--- src/rtl/genius_pkg.sv ---
// Shared definitions for the Genius game controller: state codes and output-vector layout.
package genius_pkg;

  localparam int unsigned STATE_W = 4;

  typedef enum logic [STATE_W-1:0] {
    S_INIT   = 4'd0,
    S_SETUP  = 4'd1,
    S_PREP   = 4'd2,
    S_FPGA   = 4'd3,
    S_USER   = 4'd4,
    S_CHECK  = 4'd5,
    S_NEXT   = 4'd6,
    S_WINCHK = 4'd7,
    S_RESULT = 4'd8
  } state_e;

  // Bit positions inside the decoded control vector
  localparam int unsigned OUT_R1  = 0;
  localparam int unsigned OUT_R2  = 1;
  localparam int unsigned OUT_E1  = 2;
  localparam int unsigned OUT_E2  = 3;
  localparam int unsigned OUT_E3  = 4;
  localparam int unsigned OUT_E4  = 5;
  localparam int unsigned OUT_SEL = 6;
  localparam int unsigned OUT_W   = 7;

endpackage

--- src/rtl/genius_controller_rise_detect.sv ---
// Rising-edge detector for a synchronized level input (one flop plus AND).
module rise_detect (
  input  logic clock,
  input  logic R_i,
  input  logic d_i,
  output logic rise_o
);

  logic r_d_q;

  always_ff @(posedge clock) begin
    if (R_i) r_d_q <= 1'b0;
    else     r_d_q <= d_i;
  end

  assign rise_o = d_i & ~r_d_q;

endmodule

--- src/rtl/genius_controller.sv ---
// Moore FSM sequencing the Genius Datapath (setup, display, entry, compare, result).
// Optional result hold timeout enabled with macro GENIUS_RESULT_HOLD_EN.
module genius_controller
  import genius_pkg::*;
#(
  parameter int unsigned HOLD_CYCLES = 50_000_000,
  parameter int unsigned HOLD_W      = 26
) (
  input  logic               clock,
  input  logic               R_i,
  input  logic               enter_i,
  input  logic               end_FPGA_i,
  input  logic               end_User_i,
  input  logic               end_time_i,
  input  logic               win_i,
  input  logic               match_i,
  output logic               R1_o,
  output logic               R2_o,
  output logic               E1_o,
  output logic               E2_o,
  output logic               E3_o,
  output logic               E4_o,
  output logic               SEL_o,
  output logic [STATE_W-1:0] state_o
);

  if ((64'd1 << HOLD_W) <= 64'(HOLD_CYCLES)) begin : g_bad_hold_cfg
    $error("HOLD_W too narrow for HOLD_CYCLES");
  end

  state_e             r_state;
  state_e             w_state_d;
  logic               w_enter_rise;
  logic               w_hold_done;
  logic [OUT_W-1:0]   w_out;

  rise_detect u_enter_rise (
    .clock  (clock),
    .R_i    (R_i),
    .d_i    (enter_i),
    .rise_o (w_enter_rise)
  );

`ifdef GENIUS_RESULT_HOLD_EN
  logic [HOLD_W-1:0] r_hold_cnt;

  // Counts cycles spent in S_RESULT; zero on the first cycle there
  always_ff @(posedge clock) begin
    if (R_i || (r_state != S_RESULT)) r_hold_cnt <= '0;
    else                              r_hold_cnt <= r_hold_cnt + 1'b1;
  end

  assign w_hold_done = (r_hold_cnt == HOLD_W'(HOLD_CYCLES - 1));
`else
  assign w_hold_done = 1'b0;
`endif

  always_ff @(posedge clock) begin
    if (R_i) r_state <= S_INIT;
    else     r_state <= w_state_d;
  end

  always_comb begin
    w_state_d = r_state;
    case (r_state)
      S_INIT:   w_state_d = S_SETUP;
      S_SETUP:  if (w_enter_rise) w_state_d = S_PREP;
      S_PREP:   w_state_d = S_FPGA;
      S_FPGA:   if (end_FPGA_i) w_state_d = S_USER;
      // Completed entry takes priority over a coincident timeout
      S_USER: begin
        if (end_User_i)      w_state_d = S_CHECK;
        else if (end_time_i) w_state_d = S_RESULT;
      end
      S_CHECK:  w_state_d = match_i ? S_NEXT : S_RESULT;
      S_NEXT:   w_state_d = S_WINCHK;
      S_WINCHK: w_state_d = win_i ? S_RESULT : S_PREP;
      S_RESULT: if (w_enter_rise || w_hold_done) w_state_d = S_INIT;
      default:  w_state_d = S_INIT;
    endcase
  end

  always_comb begin
    w_out = '0;
    case (r_state)
      S_INIT:   begin
        w_out[OUT_R1] = 1'b1;
        w_out[OUT_R2] = 1'b1;
      end
      S_SETUP:  w_out[OUT_E1]  = 1'b1;
      S_PREP:   w_out[OUT_R2]  = 1'b1;
      S_FPGA:   w_out[OUT_E3]  = 1'b1;
      S_USER:   w_out[OUT_E2]  = 1'b1;
      S_CHECK:  w_out          = '0;
      S_NEXT:   w_out[OUT_E4]  = 1'b1;
      S_WINCHK: w_out          = '0;
      S_RESULT: w_out[OUT_SEL] = 1'b1;
      default: begin
        w_out[OUT_R1] = 1'b1;
        w_out[OUT_R2] = 1'b1;
      end
    endcase
  end

  assign R1_o    = w_out[OUT_R1];
  assign R2_o    = w_out[OUT_R2];
  assign E1_o    = w_out[OUT_E1];
  assign E2_o    = w_out[OUT_E2];
  assign E3_o    = w_out[OUT_E3];
  assign E4_o    = w_out[OUT_E4];
  assign SEL_o   = w_out[OUT_SEL];
  assign state_o = r_state;

endmodule

--- config.mk ---
export PLATFORM = sky130hd
export DESIGN_NAME = genius_controller
export DESIGN_NICKNAME = d
export VERILOG_FILES = /design/src/rtl/genius_pkg.sv /design/src/rtl/genius_controller_rise_detect.sv /design/src/rtl/genius_controller.sv
export SDC_FILE = /design/constraint.sdc
export NUM_CORES = 1
export LEC_CHECK = 0
export CORE_AREA = 2 2 39 41
export CTS_CLUSTER_DIAMETER = 30
export DETAILED_ROUTE_END_ITERATION = 7
export DIE_AREA = 0 0 41 43
export PLACE_DENSITY = 0.68
export SYNTH_ARGS = -nofsm -noshare
export SYNTH_HDL_FRONTEND = slang
export SYNTH_SLANG_ARGS = --single-unit
--- constraint.sdc ---
create_clock -name clock -period 1.05 [get_ports clock]
set_input_delay 0.105 -clock clock [delete_from_list [all_inputs] [get_ports clock]]
set_output_delay 0.105 -clock clock [all_outputs]
set_load 0.005 [all_outputs]
==> impl_metrics.toml <==
[status]
outcome = "complete, but fails checks"
violations = "negative setup slack"

[critical_path]
end_kind = "flip-flop"
reg2reg_from = "state_o[0]"
slowest_delay_ps = 370
path_buf_inv = 1
reg2regPathDepth = 5
crit_family = "compound AO/OA/AOI/OAI gates"
crit_required_ps = 1230
arrival_ps = 1470
worstSetupPathType = "flip-flop to flip-flop"
critical_path.slowest_cell = "dfxtp_4"
start_kind = "flip-flop"
r2r_slack_ps = -240
path_cells = "buf_6 > and4bb_1 > a32o_2 > a21o_1 > o21ai_1"
worst_r2r_endpoint = "state_o[1]"
cp_max_fo = 6

[finish]
syn_to_final_growth_pct = 107
fin_nets = 102
n_antenna_cell = 0
fin_area_sq_um = 841
stdcell_count = 109
drive_gt1_frac = 0.559
fin_util = 0.608

[sta]
max_slew_margin = 0.834
fin_skew_ps = 0.789
finalSetupViolations = 11
timing.fmax_mhz = 773
holdWs_ps = 458
grt_setup_unrepaired = "true"
period_share = 1.23
worst_slew_pin_slew_ps = 247
setup_slack_ps = -244
finalCriticalPeriod_ps = 1290
final_hold_viol_count = 0
report.final.slew_viol_count = 0

[logic_synthesis]
synth_cells = 53
avgSynthCellArea_sq_um = 7.65
yosysSeqAreaShare = 0.247
syn_nets = 61
syn_area_sq_um = 405
synth.ff_latch_count = 5
synth_cell_type_count = 28
yosys_warnings = 0

[clock_network]
cts_hold_buf = 0
clk_pin_slew_worst_paths_ps = 40
htree_levels = 1
clockBufferDepth = 2
clock_latency_ps = 250
cts_buffers = 3
cts_root_buf = "clkbuf_4"
clock_sinks = 5
cts_tree = "built"

[drt]
via_per_inst = 4.92
drt_iter0_markers = 4
firstDrtPassIters = 2
wl_mm = 1.35
wl_per_cell_um = 12.4
drc = 0
ant_nets = 0
vias = 536

[global_routing]
grt_antenna_before_repair = 0
grt_pass1_vias = 513
grt_max_degree = 10
grt_pass1_wl_mm = 2.30
track_usage = 0.196
grt_overflow = 0

[power_and_ir_drop]
power_density_nw_per_um2 = 1070
ir_drop_uv = 462
p_leak_nw = 0.387
power.total_mw = 0.898

[placed_design]
io_buffers = 18
dp_cells = 99
hpwl_um = 844
dpl-instance-area_sq_um = 716
globalplace.congestion = 0.825

[floorplan]
die-area_sq_um = 1760
num_rows = 14
die_h_um = 43
ios = 19
core_sq_um = 1380
die_w_um = 41
start_util = 0.293

[job]
drv_cap = 0

[min_path]
hold_path_depth = 2
hold_class = "primary input to flip-flop"
hp-start = "enter_i"
hold_path_end = "u_enter_rise.r_d_q"
## how the worst max path moves through the flow
stage	start	endpoint	slack [ps]	cells after the start
3_3_place_gp	win_i	state_o[3]	-270	5
5_1_grt	state_o[0]	state_o[3]	-310	5
4_1_cts	state_o[0]	state_o[3]	-270	5
3_5_place_dp	state_o[1]	R1_o	-290	3
2_1_floorplan	state_o[3]	state_o[3]	-90	3
6_report	state_o[0]	state_o[1]	-240	5
## cells by family after synthesis
family          Yosys count  share of synthesized area
compound gates           12                      0.204
buf+inv                   7                      0.105
simple gates             27                      0.401
flops                     5                      0.247
xor+xnor                  2                     0.0432
## per-stage QoR
stage / worst slack, ps / TNS, ps
2_1_floorplan: -94.2 / -227
3_3_place_gp: -269 / -2770
3_5_place_dp: -289 / -2900
4_1_cts: -273 / -1970
5_1_grt: -306 / -2450
6_report: -244 / -1910
## synthesized netlist by cell type
| cell | number | area share |
|---|---|---|
| a211oi_2 | 1 | 0.031 |
| xor2_1 | 2 | 0.043 |
| or4_1 | 1 | 0.019 |
| and3_2 | 2 | 0.037 |
| nand2b_1 | 4 | 0.062 |
| a32o_1 | 1 | 0.025 |
| nor3b_1 | 1 | 0.019 |
| nor4_1 | 1 | 0.015 |
| nor2_1 | 8 | 0.074 |
| a31oi_1 | 1 | 0.015 |
| inv_1 | 2 | 0.019 |
| nor4b_1 | 1 | 0.022 |
| nor3_1 | 3 | 0.037 |
| buf_6 | 1 | 0.028 |
| inv_2 | 1 | 0.0093 |
| and4bb_1 | 1 | 0.031 |
| and3_1 | 1 | 0.015 |
| a311oi_1 | 1 | 0.022 |
| o21ai_0 | 1 | 0.012 |
| nand3b_1 | 3 | 0.056 |
| buf_4 | 2 | 0.037 |
| dfxtp_1 | 5 | 0.25 |
| buf_2 | 1 | 0.012 |
| a21oi_1 | 2 | 0.025 |
| o21a_1 | 1 | 0.019 |
| nor2b_1 | 1 | 0.015 |
| o21ai_1 | 3 | 0.037 |
| a21o_1 | 1 | 0.019 |
## cell type report
type | instances | area (sq um)
clock buffers | 4 | 26.3
fillers | 125 | 543
inverters | 3 | 13.8
multi-input cells | 41 | 302
flip-flops and latches | 5 | 115
well taps | 16 | 20.0
repair buffers | 40 | 364
## where the power goes
group / internal, mW / leakage, nW / total [mW] / switching (mW)
combinational: 0.262 / 0.328 / 0.437 / 0.175
clock: 0.144 / 0.0150 / 0.229 / 0.0848
sequential: 0.207 / 0.0439 / 0.233 / 0.0252
total: 0.614 / 0.387 / 0.898 / 0.285
## sequential cells by signal (all words and copies together), names as in the netlist
name and cells:
state_o 4, u_enter_rise.r_d_q 1
## layer usage
layer | up-vias | part of all wire | track usage
li1 | 274 | - | -
met1 | 246 | 0.41 | 0.228
met2 | 12 | 0.53 | 0.294
met3 | 4 | 0.030 | 0.0628
met4 | 0 | 0.032 | 0.120
met5 | - | 0 | 0
## placed cells by master (no fill, tap or decap), drive strengths merged, types with 4 or more instances in the layout
cell type,synthesis,layout
nand2b,4,4
dfxtp,5,5
clkbuf,0,4
nor2,8,8
clkdlybuf4s50,0,7
o21ai,4,4
buf,4,32
## what timing repair did
action,CTS,global route
cloned,0,0
pin swaps,8,5
setup buffers,7,0
endpoints found under the setup margin,15,13
gates resized for setup,63,9
No activity file was read; power rests on OpenSTA's default activity.
